### src/rtl/ps2_pkg.sv
// Shared types and derived timing constants for the PS/2 host transmitter.
// The cycle-count helpers turn the clock rate and time parameters into counter loads.
package ps2_pkg;

    typedef enum logic [2:0] {
        IDLE,
        INHIBIT,
        START,
        BITS,
        ACK,
        RECOVER
    } state_t;

    // Data bits 0..7, odd parity, stop.
    localparam int FRAME_BITS = 10;

    localparam int DEF_CLK_HZ     = 48_000_000;
    localparam int DEF_INHIBIT_US = 100;
    localparam int DEF_TIMEOUT_MS = 15;

    function automatic int inhibit_cycles(input int clk_hz, input int inhibit_us);
        return (clk_hz / 1_000_000) * inhibit_us;
    endfunction

    function automatic int timeout_cycles(input int clk_hz, input int timeout_ms);
        return (clk_hz / 1000) * timeout_ms;
    endfunction

    // 4800 and 720000 cycles at the default parameters.
    localparam int INHIBIT_CYC = inhibit_cycles(DEF_CLK_HZ, DEF_INHIBIT_US);
    localparam int TIMEOUT_CYC = timeout_cycles(DEF_CLK_HZ, DEF_TIMEOUT_MS);

endpackage

### src/rtl/ps2_line_filter.sv
// Two-flop synchronizer plus a FILT-sample persistence filter for one PS/2 pad.
// o_fall pulses in the same cycle the filtered level first reads 0 after being 1.
module ps2_line_filter #(
    parameter int FILT = 8
) (
    input  logic clk_sys,
    input  logic reset_n,
    input  logic i_pad,
    output logic o_level,
    output logic o_fall
);

    localparam int CNT_W = (FILT > 1) ? $clog2(FILT) : 1;
    localparam logic [CNT_W-1:0] CNT_LAST = CNT_W'(FILT - 1);

    logic             r_sync1;
    logic             r_sync2;
    logic             r_level;
    logic             r_fall;
    logic [CNT_W-1:0] r_cnt;

    // The counter tracks how many consecutive samples have disagreed with r_level.
    always_ff @(posedge clk_sys or negedge reset_n) begin
        if (!reset_n) begin
            r_sync1 <= 1'b1;
            r_sync2 <= 1'b1;
            r_level <= 1'b1;
            r_fall  <= 1'b0;
            r_cnt   <= '0;
        end else begin
            // NOTE: non-blocking assignments keep every flop sampling pre-edge values,
            // so the synchronizer really is two stages deep regardless of statement order.
            r_sync1 <= i_pad;
            r_sync2 <= r_sync1;
            r_fall  <= 1'b0;
            if (r_sync2 == r_level) begin
                r_cnt <= '0;
            end else if (r_cnt == CNT_LAST) begin
                r_level <= r_sync2;
                r_fall  <= r_level;
                r_cnt   <= '0;
            end else begin
                r_cnt <= r_cnt + CNT_W'(1);
            end
        end
    end

    assign o_level = r_level;
    assign o_fall  = r_fall;

endmodule

### src/rtl/ps2_host_tx.sv
// PS/2 host-to-device byte transmitter: inhibit, start bit, device-clocked frame,
// ack sampling and a watchdog between device clock edges. Pad drives are open-drain enables.
module ps2_host_tx
    import ps2_pkg::*;
#(
    parameter int CLK_HZ     = 48_000_000,
    parameter int INHIBIT_US = 100,
    parameter int TIMEOUT_MS = 15,
    parameter int FILT       = 8
) (
    input  logic       clk_sys,
    input  logic       reset_n,
    input  logic [7:0] tx_data,
    input  logic       tx_valid,
    output logic       tx_ready,
    output logic       tx_done,
    output logic       tx_err,
    input  logic       ps2_clk_in,
    input  logic       ps2_dat_in,
    output logic       ps2_clk_oe,
    output logic       ps2_dat_oe
);

    localparam int INH_CYC = inhibit_cycles(CLK_HZ, INHIBIT_US);
    localparam int WD_CYC  = timeout_cycles(CLK_HZ, TIMEOUT_MS);
    localparam int INH_W   = $clog2(INH_CYC + 1);
    localparam int WD_W    = $clog2(WD_CYC + 1);

    localparam logic [INH_W-1:0] INH_LOAD = INH_W'(INH_CYC - 1);
    localparam logic [WD_W-1:0]  WD_LOAD  = WD_W'(WD_CYC - 1);
    localparam logic [3:0]       LAST_BIT = 4'(FRAME_BITS - 2);

    state_t                r_state;
    logic [INH_W-1:0]      r_cnt;
    logic [WD_W-1:0]       r_wdog;
    logic [FRAME_BITS-1:0] r_shift;
    logic [3:0]            r_bit_cnt;
    logic                  r_clk_oe;
    logic                  r_dat_oe;
    logic                  r_done;
    logic                  r_err;

    state_t                w_nxt_state;
    logic [INH_W-1:0]      w_nxt_cnt;
    logic [WD_W-1:0]       w_nxt_wdog;
    logic [FRAME_BITS-1:0] w_nxt_shift;
    logic [3:0]            w_nxt_bit_cnt;
    logic                  w_nxt_clk_oe;
    logic                  w_nxt_dat_oe;
    logic                  w_nxt_done;
    logic                  w_nxt_err;

    logic w_clk_level;
    logic w_clk_fall;
    logic w_dat_level;
    logic w_dat_fall;
    logic w_wd_active;
    logic w_wd_expire;

    ps2_line_filter #(.FILT(FILT)) u_clk_filter (
        .clk_sys (clk_sys),
        .reset_n (reset_n),
        .i_pad   (ps2_clk_in),
        .o_level (w_clk_level),
        .o_fall  (w_clk_fall)
    );

    ps2_line_filter #(.FILT(FILT)) u_dat_filter (
        .clk_sys (clk_sys),
        .reset_n (reset_n),
        .i_pad   (ps2_dat_in),
        .o_level (w_dat_level),
        .o_fall  (w_dat_fall)
    );

    // A device edge always wins over expiry in the same cycle.
    assign w_wd_active = (r_state == START) || (r_state == BITS) || (r_state == ACK);
    assign w_wd_expire = w_wd_active && !w_clk_fall && (r_wdog == '0);

    always_ff @(posedge clk_sys or negedge reset_n) begin
        if (!reset_n) begin
            r_state   <= IDLE;
            r_cnt     <= '0;
            r_wdog    <= '0;
            r_shift   <= '0;
            r_bit_cnt <= '0;
            r_clk_oe  <= 1'b0;
            r_dat_oe  <= 1'b0;
            r_done    <= 1'b0;
            r_err     <= 1'b0;
        end else begin
            r_state   <= w_nxt_state;
            r_cnt     <= w_nxt_cnt;
            r_wdog    <= w_nxt_wdog;
            r_shift   <= w_nxt_shift;
            r_bit_cnt <= w_nxt_bit_cnt;
            r_clk_oe  <= w_nxt_clk_oe;
            r_dat_oe  <= w_nxt_dat_oe;
            r_done    <= w_nxt_done;
            r_err     <= w_nxt_err;
        end
    end

    always_comb begin
        // NOTE: every signal gets a default before the case so no path leaves one
        // unassigned, which would otherwise infer a latch.
        w_nxt_state   = r_state;
        w_nxt_cnt     = r_cnt;
        w_nxt_wdog    = r_wdog;
        w_nxt_shift   = r_shift;
        w_nxt_bit_cnt = r_bit_cnt;
        w_nxt_done    = 1'b0;
        w_nxt_err     = 1'b0;

        if (w_wd_active) begin
            if (w_clk_fall) begin
                w_nxt_wdog = WD_LOAD;
            end else if (r_wdog != '0) begin
                w_nxt_wdog = r_wdog - WD_W'(1);
            end
        end

        unique case (r_state)
            IDLE: begin
                if (tx_valid) begin
                    w_nxt_shift = {1'b1, ~^tx_data, tx_data};
                    w_nxt_cnt   = INH_LOAD;
                    w_nxt_state = INHIBIT;
                end
            end
            INHIBIT: begin
                if (r_cnt == '0) begin
                    w_nxt_wdog  = WD_LOAD;
                    w_nxt_state = START;
                end else begin
                    w_nxt_cnt = r_cnt - INH_W'(1);
                end
            end
            START: begin
                // First device edge: bit 0 is already at r_shift[0].
                if (w_clk_fall) begin
                    w_nxt_bit_cnt = '0;
                    w_nxt_state   = BITS;
                end else if (w_wd_expire) begin
                    w_nxt_err   = 1'b1;
                    w_nxt_state = RECOVER;
                end
            end
            BITS: begin
                if (w_clk_fall) begin
                    w_nxt_shift = {1'b1, r_shift[FRAME_BITS-1:1]};
                    if (r_bit_cnt == LAST_BIT) begin
                        w_nxt_state = ACK;
                    end else begin
                        w_nxt_bit_cnt = r_bit_cnt + 4'd1;
                    end
                end else if (w_wd_expire) begin
                    w_nxt_err   = 1'b1;
                    w_nxt_state = RECOVER;
                end
            end
            ACK: begin
                if (w_clk_fall) begin
                    w_nxt_done  = !w_dat_level;
                    w_nxt_err   = w_dat_level;
                    w_nxt_state = RECOVER;
                end else if (w_wd_expire) begin
                    w_nxt_err   = 1'b1;
                    w_nxt_state = RECOVER;
                end
            end
            RECOVER: begin
                if (w_clk_level && w_dat_level) begin
                    w_nxt_state = IDLE;
                end
            end
            default: begin
                w_nxt_state = IDLE;
            end
        endcase

        // Pad enables are registered from the next state so the pads never glitch.
        w_nxt_clk_oe = (w_nxt_state == INHIBIT);
        w_nxt_dat_oe = ((w_nxt_state == INHIBIT) && (w_nxt_cnt == '0))
                    || (w_nxt_state == START)
                    || ((w_nxt_state == BITS) && !w_nxt_shift[0]);
    end

    assign tx_ready   = (r_state == IDLE);
    assign tx_done    = r_done;
    assign tx_err     = r_err;
    assign ps2_clk_oe = r_clk_oe;
    assign ps2_dat_oe = r_dat_oe;

endmodule

### config.mk
export PLATFORM = sky130hd
export DESIGN_NAME = ps2_host_tx
export DESIGN_NICKNAME = d
export VERILOG_FILES = /design/src/rtl/ps2_pkg.sv /design/src/rtl/ps2_line_filter.sv /design/src/rtl/ps2_host_tx.sv
export SDC_FILE = /design/constraint.sdc
export NUM_CORES = 1
export LEC_CHECK = 0
export CORE_MARGIN = 10
export CORE_UTILIZATION = 60
export DETAILED_ROUTE_END_ITERATION = 7
export PLACE_DENSITY = 0.92
export SLEW_MARGIN = 20
export SYNTH_ARGS = -nofsm -noshare
export SYNTH_HDL_FRONTEND = slang
export SYNTH_SLANG_ARGS = --single-unit
### constraint.sdc
create_clock -name clk_sys -period 2.76 [get_ports clk_sys]
set_input_delay 0.414 -clock clk_sys [delete_from_list [all_inputs] [get_ports clk_sys]]
set_output_delay 0.414 -clock clk_sys [all_outputs]
set_load 0.01 [all_outputs]
==> summary.txt <==
Yosys
  • Async SR Flop Fraction: 100%
  • Syn avg cell area: between 10 and 15 um^2
  • Seq/Total Area, Yosys: a little under half
  • Synth Flop Type: dfrtp_1
  • Cell Area, Synth: ~3500 um^2
  • Synthesized flop and latch total: 67
  • Synth Net Count: ~370
  • Ys Warns: 0
  • Synth unique cells: between 50 and 60
  • Syn Inst Count: around 340
  • Post-synth EDFFs: 0

Layout
  • Fillers: 405
  • Share of post-route cells with drive strength above 1: approximately 17%
  • Most common cell after layout, fill and taps aside: dfrtp_1
  • Multi-input logic area: approximately 1800 um^2
  • Diode count: 0
  • Register area: about 1700 um^2
  • Most frequent cells in the layout: dfrtp_1 (61), nand2_1 (25), nor2_1 (23), o21ai_0 (22)
  • Final instance area: around 4100 um^2
  • Final nets: about 390
  • Area Overhead vs Synth: 15.2%

Pwr
  • Sw Pwr: between 700 and 800 uW
  • Max VDD drop: between 0.5 and 0.6 mV
  • Clock power share: a little under a third
  • Sequential power share: 52.1%
  • Combinational power share: around 17%
  • Int Pwr: roughly 1.7 mW
  • Power per cell area: roughly 600 nW/um^2
  • Sw frac: between 20% and 30%
  • P_leak: between 1.5 and 2 nW

Clock tree
  • Clock root buffer: clkbuf_8
  • H-tree Lvls: 3
  • Num CTS Buffers: 9
  • Worst skew pair latency: between 0.3 and 0.4 ns
  • Clk slew on worst S/H paths: 0.07 ns
  • CTS sink cnt: between 60 and 70
  • CTS Buffer Depth: 2
  • CTS tree: done

Floorplan
  • Placeable Area: ~5600 um^2
  • Starting density of the core: 63.1%
  • IO Pins: 18
  • Die height: 96.8 um
  • Die width: a little under 100 um
  • Cell Rows: 27
  • Full die area: 9370 um^2

STA
  • Fin Setup TNS: 0 ns
  • Fin Hold WS: approximately 0.36 ns
  • Fmax: 366 MHz
  • Clock skew: about 0.009 ns
  • Final setup fails: 0
  • Final worst-path cycle share: a little over nine tenths
  • Hold violation total from the final report: 0
  • Least-Margin Pin Slew: just over 0.7 ns
  • Fin. max-slew vios: 0
  • Tmin final: 2.73 ns
  • Slew HR: 52.2%
  • Unrepaired setup endpoints after global routing: yes

Placed design
  • Hpwl dp: 5430 um
  • Dpl cell area: 3830 um^2
  • # port buffers: 17
  • Gpl congestion: ~0.99

GRT
  • First-pass GRT wire length: between 10000 and 15000 um
  • Global Route Usage Sum: 16.8%
  • Global-route congestion overflow total: 0
  • Initial antenna violation count: 0
  • Number of global-route vias before repair: 2735
  • Largest net degree at the start of global routing: 34

Critical path
  • Crit-path max cell delay: 0.59 ns
  • Critical Path AT: roughly 3 ns
  • Crit path required time: slightly above 3 ns
  • Critical path's slowest cell: or4_4
  • Critical path type: flop to flop
  • Crit. End Element: flop
  • Maximum fanout along the worst path: 12
  • CP Cell Sequence: or4_4, or4_4, o31ai_2, a211oi_1, or3_1, o31ai_2
  • Critical Path Start Type: flop

Detailed routing
  • Detailed Route Iter0 Violations: just under 300
  • Post-Route WL: between 7000 and 8000 um
  • Post-DR wirelength/cell: 17.6 um
  • Drt via density: around 6.4
  • Vias: 2854
  • First-pass detailed-route iteration total: 5
  • Drt drc: 0
  • Final ANT Viol Nets: 0

Worst hold path
  • Min-Delay Path Class: flop to flop

Job
  • MaxCap Viol Count: 0

Status
  • Status: completed
-- Yosys cell counts, drive strengths merged, types with 5 or more instances --
library cell	count	area [um^2]
dfrtp	61	1530
nand2	25	93.8
nor2	23	86.3
o21ai	22	110
inv	16	60.1
nor3	14	85.1
xnor2	13	114
clkbuf	11	41.3
nor4	11	96.3
ha	10	125
nand3	9	45.0
or3	9	57.6
or4	9	78.8
a222oi	8	80.1
and2	8	50.1
a21oi	7	35.0
nor4b	7	61.3
dfstp	6	158
o31ai	6	55.1
a211oi	5	37.5
and3	5	31.3
buf	5	46.3
xor2	5	43.8
-- metal layers --
metal,global-route usage (%),share of wire (%)
met5,0,0
met1,21.6,43
met4,8.68,2.8
met2,25.9,49
met3,3.55,5.0
-- registers in the layout (all words and copies together), names as in the netlist --
register	cells
ps2_clk_oe	1
r_state	3
u_clk_filter.r_cnt	3
u_clk_filter.r_sync2	1
tx_err	1
u_clk_filter.o_fall	1
u_clk_filter.o_level	1
u_dat_filter.r_sync2	1
r_shift	10
r_cnt	13
u_dat_filter.r_sync1	1
r_wdog	20
u_dat_filter.r_cnt	3
r_bit_cnt	4
u_dat_filter.o_level	1
ps2_dat_oe	1
u_clk_filter.r_sync1	1
tx_done	1
-- cell families after synthesis --
| kind of cell | share of synthesized area [%] |
|---|---|
| and+or+nand+nor | 23.1 |
| AOI/OAI and AO/OA | 16.0 |
| DFF | 47.6 |
| buffers and inverters | 4.17 |
| xor gates and xnor gates | 4.45 |
| adders and majority gates | 3.53 |
| muxes | 1.20 |
-- path summary, 6_finish.rpt --
| check | startpoint | end | slack (ns) | depth (start not counted) |
|---|---|---|---|---|
| min reg2reg | u_clk_filter.r_sync1 | u_clk_filter.r_sync2 | 0.36 | 0 |
| max | r_wdog[2] | ps2_dat_oe | 0.03 | 6 |
| max reg2reg | r_wdog[2] | ps2_dat_oe | 0.03 | 6 |
| max in group asynchronous | reset_n | r_shift[5] | 1.69 | 3 |
| min in group asynchronous | reset_n | r_wdog[18] | 0.46 | 2 |
| min | u_clk_filter.r_sync1 | u_clk_filter.r_sync2 | 0.36 | 0 |
-- repair_timing --
action | in CTS | in global routing
hold buffers | 1 | 0
hold endpoints to repair | 8 | 0
setup buffers | 0 | 1
resized for setup | 0 | 6
setup endpoints to repair | 0 | 5
-- cell type report --
class | count | share of cell area (%)
Tap cell | 72 | 2.21
Multi-Input combinational cell | 244 | 42.9
Sequential cell | 67 | 41.3
Inverter | 16 | 1.47
Clock buffer | 13 | 4.14
Clock inverter | 2 | 0.246
Timing Repair Buffer | 33 | 7.67
-- per-stage QoR --
step | util (%) | setup WS (ns) | power (mW) | std cells
6_report | 72.7 | 0.0297 | 2.41 | 447
5_1_grt | 72.7 | -0.0336 | 2.55 | 447
4_1_cts | 71.7 | 0.00452 | 2.41 | 446
3_5_place_dp | 68.3 | 0.0228 | 1.65 | 430
3_3_place_gp | 68.3 | 0.166 | 1.63 | 430
2_1_floorplan | - | 0.232 | 1.50 | 343
-- power by group through the flow --
stage	sequential [mW]	combinational (mW)	clock, mW
floorplan	1.22	0.278	0
global placement	1.25	0.375	0
detailed placement	1.26	0.389	0
CTS	1.25	0.396	0.764
global route	1.28	0.459	0.814
finish	1.26	0.402	0.755
-- critical path: cells and delay by family (launching register included) --
family / cells / cell delay [ns]
compound gates: 3 / 0.65
simple gates: 3 / 1.55
flops: 1 / 0.43
(Power assumes the default switching activity.)
